--- src/rtl/fp_carpici_pkg.sv ---
// Shared types for the iterative floating-point multiplier: FSM states,
// operand classes and bit positions inside the 4-bit flag word.
package fp_carpici_pkg;

   typedef enum logic [1:0] {BOS, CARP, NORM, BITTI} durum_e;

   typedef enum logic [2:0] {ZERO, NORMAL, INF, QNAN, SNAN} sinif_e;

   localparam int B_GECERSIZ    = 3;
   localparam int B_TASMA       = 2;
   localparam int B_ALT_TASMA   = 1;
   localparam int B_KESIN_DEGIL = 0;

endpackage

--- src/rtl/fp_sinif_coz.sv ---
// Operand classifier: splits {exp, frac} into class, exponent and significand
// with the hidden one restored. Subnormals are flushed to zero here.
module fp_sinif_coz
   import fp_carpici_pkg::*;
#(
   parameter int EXP_W = 8,
   parameter int MAN_W = 23
)(
   input  logic [EXP_W+MAN_W-1:0] alan,
   output sinif_e                 sinif,
   output logic [EXP_W-1:0]       us,
   output logic [MAN_W:0]         sig
);

   logic [EXP_W-1:0] e;
   logic [MAN_W-1:0] f;

   assign e = alan[MAN_W +: EXP_W];
   assign f = alan[MAN_W-1:0];

   always_comb begin
      sinif = NORMAL;
      us    = e;
      sig   = {1'b1, f};
      if (e == '0) begin
         sinif = ZERO;
         us    = '0;
         sig   = '0;
      end else if (e == '1) begin
         sig = '0;
         if (f == '0)          sinif = INF;
         else if (f[MAN_W-1])  sinif = QNAN;
         else                  sinif = SNAN;
      end
   end

endmodule

--- src/rtl/fp_carpici_param.sv ---
// Iterative shift-add floating-point multiplier, BPC multiplier bits per cycle,
// round-to-nearest-even, flush-to-zero, start/hazir/gecerli handshake.
module fp_carpici_param
   import fp_carpici_pkg::*;
#(
   parameter int EXP_W = 8,
   parameter int MAN_W = 23,
   parameter int BPC   = 1
)(
   input  logic                   clk,
   input  logic                   reset_n,
   input  logic                   start,
   input  logic [EXP_W+MAN_W:0]   sayi1,
   input  logic [EXP_W+MAN_W:0]   sayi2,
   output logic                   hazir,
   output logic                   gecerli,
   output logic [EXP_W+MAN_W:0]   sonuc,
   output logic [3:0]             bayrak
);

   localparam int W     = 1 + EXP_W + MAN_W;
   localparam int SIG_W = MAN_W + 1;
   localparam int PW    = 2 * SIG_W;
   localparam int K     = SIG_W / BPC;
   localparam int EW2   = EXP_W + 2;
   localparam int CW    = $clog2(K + 1);
   localparam int RW    = MAN_W + 1;
   localparam logic [EW2-1:0] BIAS    = EW2'((1 << (EXP_W - 1)) - 1);
   localparam logic [EW2-1:0] E_MAX   = EW2'((1 << EXP_W) - 1);
   localparam logic [W-1:0]   CNAN    = {1'b0, {EXP_W{1'b1}}, 1'b1, {(MAN_W-1){1'b0}}};
   localparam logic [W-2:0]   INF_MAG = {{EXP_W{1'b1}}, {MAN_W{1'b0}}};

   if (SIG_W % BPC != 0) begin : g_bpc_chk
      $error("BPC must divide MAN_W+1");
   end

   sinif_e             c1, c2;
   logic [EXP_W-1:0]   us1, us2;
   logic [MAN_W:0]     sig1, sig2;

   fp_sinif_coz #(.EXP_W(EXP_W), .MAN_W(MAN_W)) u_coz1 (
      .alan (sayi1[W-2:0]),
      .sinif(c1),
      .us   (us1),
      .sig  (sig1)
   );

   fp_sinif_coz #(.EXP_W(EXP_W), .MAN_W(MAN_W)) u_coz2 (
      .alan (sayi2[W-2:0]),
      .sinif(c2),
      .us   (us2),
      .sig  (sig2)
   );

   durum_e           durum;
   logic [PW-1:0]    a_sh, acc, pp;
   logic [SIG_W-1:0] b_sh;
   logic [CW-1:0]    cnt;
   logic [EW2-1:0]   e_sum;
   logic             isaret;

   // Special-operand resolution straight from the input operands
   logic             s, ozel;
   logic [W-1:0]     ozel_sonuc;
   logic [3:0]       ozel_bayrak;

   always_comb begin
      s           = sayi1[W-1] ^ sayi2[W-1];
      ozel        = 1'b1;
      ozel_sonuc  = '0;
      ozel_bayrak = '0;
      if (c1 inside {QNAN, SNAN} || c2 inside {QNAN, SNAN}) begin
         ozel_sonuc              = CNAN;
         ozel_bayrak[B_GECERSIZ] = (c1 == SNAN) || (c2 == SNAN);
      end else if ((c1 == INF && c2 == ZERO) || (c1 == ZERO && c2 == INF)) begin
         ozel_sonuc              = CNAN;
         ozel_bayrak[B_GECERSIZ] = 1'b1;
      end else if (c1 == INF || c2 == INF) begin
         ozel_sonuc = {s, INF_MAG};
      end else if (c1 == ZERO || c2 == ZERO) begin
         ozel_sonuc = {s, {(W-1){1'b0}}};
      end else begin
         ozel = 1'b0;
      end
   end

   assign pp = a_sh * PW'(b_sh[BPC-1:0]);

   // norm drops the leading one, so its top MAN_W bits are the fraction
   logic [PW-2:0]    norm;
   logic [MAN_W-1:0] kes;
   logic [RW-1:0]    kes_r;
   logic             guard, sticky, r_inc;
   logic [EW2-1:0]   e_n, e_r;
   logic [W-1:0]     n_sonuc;
   logic [3:0]       n_bayrak;

   always_comb begin
      norm   = acc[PW-1] ? acc[PW-2:0] : {acc[PW-3:0], 1'b0};
      kes    = norm[PW-2:MAN_W+1];
      guard  = norm[MAN_W];
      sticky = |norm[MAN_W-1:0];
      e_n    = e_sum + EW2'(acc[PW-1]);
      r_inc  = guard & (sticky | kes[0]);
      kes_r  = {1'b0, kes} + RW'(r_inc);
      e_r    = e_n + EW2'(kes_r[MAN_W]);
      n_sonuc  = {isaret, e_r[EXP_W-1:0], kes_r[MAN_W-1:0]};
      n_bayrak = '0;
      n_bayrak[B_KESIN_DEGIL] = guard | sticky;
      if (e_n[EW2-1] || e_n == '0) begin
         n_sonuc                 = {isaret, {(W-1){1'b0}}};
         n_bayrak[B_ALT_TASMA]   = 1'b1;
         n_bayrak[B_KESIN_DEGIL] = 1'b1;
      end else if (e_r >= E_MAX) begin
         n_sonuc                 = {isaret, INF_MAG};
         n_bayrak[B_TASMA]       = 1'b1;
         n_bayrak[B_KESIN_DEGIL] = 1'b1;
      end
   end

   always_ff @(posedge clk) begin
      if (!reset_n) begin
         durum   <= BOS;
         hazir   <= 1'b1;
         gecerli <= 1'b0;
         sonuc   <= '0;
         bayrak  <= '0;
         a_sh    <= '0;
         b_sh    <= '0;
         acc     <= '0;
         cnt     <= '0;
         e_sum   <= '0;
         isaret  <= 1'b0;
      end else begin
         gecerli <= 1'b0;
         case (durum)
            BOS: if (start) begin
               hazir  <= 1'b0;
               isaret <= s;
               a_sh   <= PW'(sig1);
               b_sh   <= sig2;
               acc    <= '0;
               cnt    <= '0;
               e_sum  <= EW2'(us1) + EW2'(us2) - BIAS;
               if (ozel) begin
                  sonuc   <= ozel_sonuc;
                  bayrak  <= ozel_bayrak;
                  gecerli <= 1'b1;
                  durum   <= BITTI;
               end else begin
                  durum <= CARP;
               end
            end
            CARP: begin
               acc  <= acc + pp;
               a_sh <= a_sh << BPC;
               b_sh <= b_sh >> BPC;
               cnt  <= cnt + CW'(1);
               if (cnt == CW'(K - 1)) durum <= NORM;
            end
            NORM: begin
               sonuc   <= n_sonuc;
               bayrak  <= n_bayrak;
               gecerli <= 1'b1;
               durum   <= BITTI;
            end
            BITTI: begin
               hazir <= 1'b1;
               durum <= BOS;
            end
            default: durum <= BOS;
         endcase
      end
   end

endmodule

--- config.mk ---
export PLATFORM = sky130hd
export DESIGN_NAME = fp_carpici_param
export DESIGN_NICKNAME = d
export VERILOG_FILES = /design/src/rtl/fp_carpici_pkg.sv /design/src/rtl/fp_sinif_coz.sv /design/src/rtl/fp_carpici_param.sv
export SDC_FILE = /design/constraint.sdc
export NUM_CORES = 1
export LEC_CHECK = 0
export BUFFER_PORTS_ARGS = -buffer_cell sky130_fd_sc_hd__clkbuf_2
export CAP_MARGIN = 20
export CORE_MARGIN = 8
export CORE_UTILIZATION = 60
export DETAILED_ROUTE_END_ITERATION = 8
export PLACE_DENSITY = 0.8
export SLEW_MARGIN = 5
export SYNTH_ARGS = -nofsm -noshare
export SYNTH_HDL_FRONTEND = slang
export SYNTH_HIERARCHICAL = 1
export SYNTH_SLANG_ARGS = --single-unit
--- constraint.sdc ---
create_clock -name clk -period 5.3 [get_ports clk]
set_input_delay 0.795 -clock clk [delete_from_list [all_inputs] [get_ports clk]]
set_output_delay 0.795 -clock clk [all_outputs]
set_load 0.01 [all_outputs]
## Word level (Yosys, flattened, before mapping)

Index checks and enable logic that the tools add are counted.

- Eq/ne operators: 15
- Muxes and demuxes: 55
- $add $sub $neg: 7
- Bitwise logic cells: 4
- Div/mod/pow operators: 0
- Reductions and logical operators: 27
- Shift-type cells: 0
- Multipliers: 1
- Magnitude comparators: 1

Operators with widths:

| cell | count |
|---|---|
| $mux W32 | 6 |
| $pmux W48 S2 | 2 |
| $mux W24 | 5 |
| $mux W48 | 2 |
| $pmux W32 S2 | 1 |
| $mux W31 | 2 |
| $add A48 B48 Y48 | 1 |
| $mul A48 B1 Y48 | 1 |
| $pmux W24 S2 | 1 |
| $mux W47 | 1 |
| $logic_not A23 Y1 | 2 |
| $add A23 B1 Y24 | 1 |
| $mux W3 | 8 |
| $reduce_or A23 Y1 | 1 |
| $add A10 B1 Y10 | 2 |
| $eq A8 B8 Y1 const B | 2 |
| $logic_not A8 Y1 | 2 |
| $mux W8 | 2 |
| $mux W1 | 14 |
| $eq A3 B2 Y1 const B | 4 |
| $ge A10 B8 Y1 const B | 1 |
| $logic_not A10 Y1 | 1 |
| $pmux W5 S2 | 1 |
| $reduce_bool A2 Y1 | 5 |
| other kinds (23) | 42 |

- Output and inout port bits: 38
- Bits of input ports: 67
- Bits in registers: 176
- Memories kept: 0
- Memory bits (writable): 0
- Logic and storage cells: 121
- Latch bits: 0
- Memory bits (read-only): 0

## Logic depth before layout (Yosys ltp)

- Depth after elaboration: 13
- Mapped depth: 19
- Gate-level depth less buffers: 16

## By module

The synthesis kept the hierarchy.

Modules (own cells, without submodules):

| module | cells each | area an instance (um2) | instances | sequential area each (um2) |
|---|---|---|---|---|
| fp_carpici_param | 1,416 | 11,476.0 | 1 | 3,523.4 |
| fp_sinif_coz | 56 | 476.7 | 2 | 0.0 |

## Worst setup path after synthesis

OpenSTA, ideal clock, no wires.

- Kind: register to register
- Start point: reg acc[47]
- End point: reg sonuc[7]
- Arrival time: 3,727 ps
- Data required time: 5,172 ps
- Setup time: 128 ps
- Slack: 1,445 ps
- Stages on the path, launching flop included: 20
- Period minus slack after synthesis: 3,855 ps
- Buffers on the path: 3
- Cells stage by stage: dfxtp_1 -> buf_4 -> mux2_1 -> nand4_2 -> or3_1 -> buf_2 -> nand2b_1 -> nor4_1 -> ha_1 -> ha_1 -> a21boi_0 -> o21ai_0 -> a21boi_0 -> o211ai_1 -> xnor2_1 -> a41oi_2 -> and2_4 -> buf_6 -> a32oi_1 -> nor2_1

- Longest elaborated chain between the ends: 10
- Elaborated cells on any way between the ends: 13
- Those cells by class: add/sub (3); order compare (1); mux (4); bitwise (2); reduce/logical (3)

Ends and longest elaborated chain:

| what | RTL line | RTL |
|---|---|---|
| start: declaration | fp_carpici_param.sv:56 | `logic [PW-1:0] a_sh, acc, pp;` |
| start signal: assignment | fp_carpici_param.sv:155 | `acc <= acc + pp;` |
| $mux W47 | fp_carpici_param.sv:99 | `norm = acc[PW-1] ? acc[PW-2:0] : {acc[PW-3:0], 1'b0};` |
| $reduce_or A23 Y1 | fp_carpici_param.sv:102 | `sticky = \|norm[MAN_W-1:0];` |
| $or A1 B1 Y1 | fp_carpici_param.sv:104 | `r_inc = guard & (sticky \| kes[0]);` |
| $and A1 B1 Y1 | fp_carpici_param.sv:104 |  |
| $add A23 B1 Y24 | fp_carpici_param.sv:105 | `kes_r = {1'b0, kes} + RW'(r_inc);` |
| $add A10 B1 Y10 | fp_carpici_param.sv:106 | `e_r = e_n + EW2'(kes_r[MAN_W]);` |
| $ge A10 B8 Y1 | fp_carpici_param.sv:114 | `end else if (e_r >= E_MAX) begin` |
| $mux W31 | fp_carpici_param.sv:114 |  |
| $mux W31 * | fp_carpici_param.sv:110 | `if (e_n[EW2-1] \|\| e_n == '0) begin` |
| $pmux W32 S2 * | fp_carpici_param.sv:136 | `case (durum)` |
| end signal: assignment | fp_carpici_param.sv:146 | `sonuc <= ozel_sonuc;` |
| end signal: assignment | fp_carpici_param.sv:162 | `sonuc <= n_sonuc;` |
| end: declaration | fp_carpici_param.sv:17 | `output logic [EXP_W+MAN_W:0] sonuc,` |

Every way passes the cells marked *; elsewhere a longest branch is shown, timed or not.
A chain may end at the register's enable or synchronous reset.

## Worst setup path after layout

- Start point: reg acc[47]
- End point: reg sonuc[21]

Same word-level chain as after synthesis.

==> reports/metrics.yaml <==
synthTopCellsByArea: "dfxtp_1 28%, ha_1 7.2%, nor2_1 6.0%"
critPathRequiredTime_ns: 5.67
hp-class: "reg2reg"
initial_core_util: 0.612
ir_worst_vdd_mv: 0.312
area_delta_synth_final_pct: 7.80
antenna_found_initial: 0
dp_cells: 1795
antenna_cells: 0
yosysUniqueCellTypes: 83
synth_edf_count: 0
io_pins: 105
crit_chain: "buf_4 > and2_1 > o21ai_0 > or3_1 > nand2b_1 > nor4_1 > ha_1 > ha_1 > a21boi_0 > o21ai_0 > a21boi_0 > o211ai_1 > xnor2_1 > a41oi_2 > and2_4 > o2111ai_1 > a21oi_1"
cp_slowest_cell: "dfxtp_2"
core-area_mm2: 0.0203
clk_pin_slew_ns: 0.07
layout.nets: 1685
p_switching_mw: 1.69
dieArea_mm2: 0.0256
cp_data_arrival_time_ns: 5.24
port_buffers: 104
clock_sinks: 176
synthFlopType: "dfxtp_1"
ys_warn_count: 6
finalWirelength_mm: 31.9
final-setup-viol-count: 0
cts-htree-levels: 4
clk_path_buf_depth: 2
internal-power_mw: 2.81
clock_power_share: 0.294
start_kind: "flop"
status: "complete, no violations"
drv_cap: 0
grt_pass1_wl_mm: 53.0
firstDrtPassIters: 5
period_needed_ns: 4.87
stdcell_count: 1827
ys_async_sr_fraction: 0
swShare: 0.376
total_power_mw: 4.49
worstMarginPinSlew_ns: 1.10
avgRoutedWirePerCell_um: 17.5
yosysSeqAreaShare: 0.283
finish.utilization: 0.660
die_h_um: 160
synth-seq-cells: 176
endpoint_kind: "flop"
core.rowCount: 52
cp_max_fo: 22
track_usage: 0.244
worstSetupPathType: "reg2reg"
seq_power_share: 0.389
critPathBufInv: 1
syn-cell-area_mm2: 0.0124
slowest_delay_ns: 0.56
cts_root_buf: "clkbuf_16"
synth_top_area_cell: "dfxtp_1"
numCtsBuffers: 17
viasPerCell: 6.20
rsz0062_at_grt: "no"
hpwl_mm: 23.4
cts_tree: "yes"
combPwrFrac: 0.317
synth_top_area_frac: 0.283
synth_nets: 1669
power_density_mw_per_mm2: 335
detail-route-antenna-nets: 0
p_leak_nw: 5.66
drive_gt1_frac: 0.134
path_delay_family: "simple AND/OR/NAND/NOR gates"
routabilityCongestion: 0.897
drtIter0Drc: 824
synthCells: 1528
vias: 11320
ctsHoldBuffers: 0
drc_errors: 0
clock.fmax_mhz: 205
hold_viol: 0
finalCritPeriodShare: 0.919
grt_overflow: 0
die_w_um: 160
grt_pass1_vias: 10776
syn_avg_cell_area_um2: 8.13
cts_setup_buffers: 0
tns_ns: 0
max_slew_margin: 0.269
ctsResizeCount: 0
grt_start_max_net_pins: 94
worstSkewPairLatency_ns: 0.44
finClkSkew_ns: 0.0130
slew_violations: 0
## registers in the layout, summed over array words and instances, names as in the netlist
register  cells
cnt           5
e_sum        10
hazir         1
acc          48
durum         2
b_sh         24
a_sh         48
isaret        1
bayrak        4
sonuc        32
gecerli       1
## routing by layer
metal | wire, um | up-vias | GRT usage
li1 | - | 5597 | -
met4 | 1040 | 0 | 0.0935
met3 | 1400 | 70 | 0.0404
met1 | 14700 | 5320 | 0.316
met5 | 0 | - | 0
met2 | 14700 | 333 | 0.401
## through the flow
| stage | setup slack, ns | area, um^2 | hold WS (ns) |
|---|---|---|---|
| after floorplan | 1.45 | 12400 | 0.472 |
| after global placement | 0.745 | 12800 | 0.441 |
| after detailed placement | 0.561 | 12800 | 0.445 |
| after CTS | 0.532 | 13400 | 0.455 |
| after global routing | 0.0143 | 13400 | 0.489 |
| final | 0.431 | 13400 | 0.452 |
## synth_stat cells, drive strengths merged, types with 8 or more instances
| cell type | instances |
|---|---|
| a211oi | 63 |
| a21o | 35 |
| a21oi | 98 |
| a22oi | 73 |
| a31oi | 13 |
| and2 | 64 |
| and3 | 12 |
| and4 | 9 |
| buf | 25 |
| clkbuf | 92 |
| dfxtp | 176 |
| ha | 72 |
| inv | 26 |
| mux2i | 58 |
| nand2 | 108 |
| nand2b | 9 |
| nand3 | 22 |
| nand3b | 9 |
| nand4 | 29 |
| nor2 | 200 |
| nor2b | 12 |
| nor3 | 17 |
| nor3b | 46 |
| nor4 | 23 |
| o211ai | 11 |
| o21a | 8 |
| o21ai | 46 |
| o21bai | 8 |
| xnor2 | 37 |
| xor2 | 35 |
## cell families after synthesis
| kind of cell | count (synthesis) | synth area share |
|---|---|---|
| buf+inv | 146 | 0.0578 |
| mux | 65 | 0.0530 |
| compound gates | 423 | 0.235 |
| xor+xnor | 72 | 0.0507 |
| flops | 176 | 0.283 |
| fa+ha+maj | 74 | 0.0757 |
| simple gates | 572 | 0.244 |
## power groups by stage
stage / Sequential, mW / Clock [mW] / Combinational (mW)
floorplan: 1.68 / 0 / 1.16
global placement: 1.76 / 0 / 1.37
detailed placement: 1.77 / 0 / 1.41
CTS: 1.75 / 1.32 / 1.42
global route: 1.78 / 1.38 / 1.57
finish: 1.75 / 1.32 / 1.43
## placed cells by master, fill, tap and decap left out, types with 9 or more instances in the layout
cell type  instances
nor4_1            23
mux2i_1           58
o21ai_0           37
a211oi_1          62
xor2_1            35
and3_1            12
o21ai_1            9
nand4_1           28
a21o_1            34
nor3b_2           20
nor3b_1           26
nand3_1           22
nand3b_1           9
and2_1            61
clkbuf_16         17
clkbuf_2         104
o211ai_1          11
a31oi_1           13
xnor2_1           37
ha_1              71
buf_4             12
nor3_1            16
a21oi_1           95
nor2_1           197
inv_1             26
dfxtp_1          175
a22oi_1           73
nor2b_1           12
nand2b_1           9
nand2_1          108
## worst reg2reg max path, stage by stage, from the launching register on
cell	delay, ns
dfxtp_2	0.56
buf_4	0.29
and2_1	0.15
o21ai_0	0.11
or3_1	0.50
nand2b_1	0.25
nor4_1	0.40
ha_1	0.30
ha_1	0.28
a21boi_0	0.22
o21ai_0	0.10
a21boi_0	0.28
o211ai_1	0.14
xnor2_1	0.20
a41oi_2	0.32
and2_4	0.39
o2111ai_1	0.17
a21oi_1	0.16
## final timing paths
check,start,endpoint,slack [ns],cells after the start
min,bayrak[1],bayrak[1],0.45,2
min reg2reg,bayrak[1],bayrak[1],0.45,2
max reg2reg,acc[47],sonuc[21],0.43,17
max,acc[47],sonuc[21],0.43,17
## area by class of cell
type / count / area, um^2
clock buffers: 20 / 457
clock inverters: 12 / 148
fillers: 1738 / 6900
inverters: 27 / 104
multi-input cells: 1206 / 8220
flip-flops and latches: 176 / 3520
well taps: 270 / 338
repair buffers: 116 / 611
(Power assumes the default switching activity.)
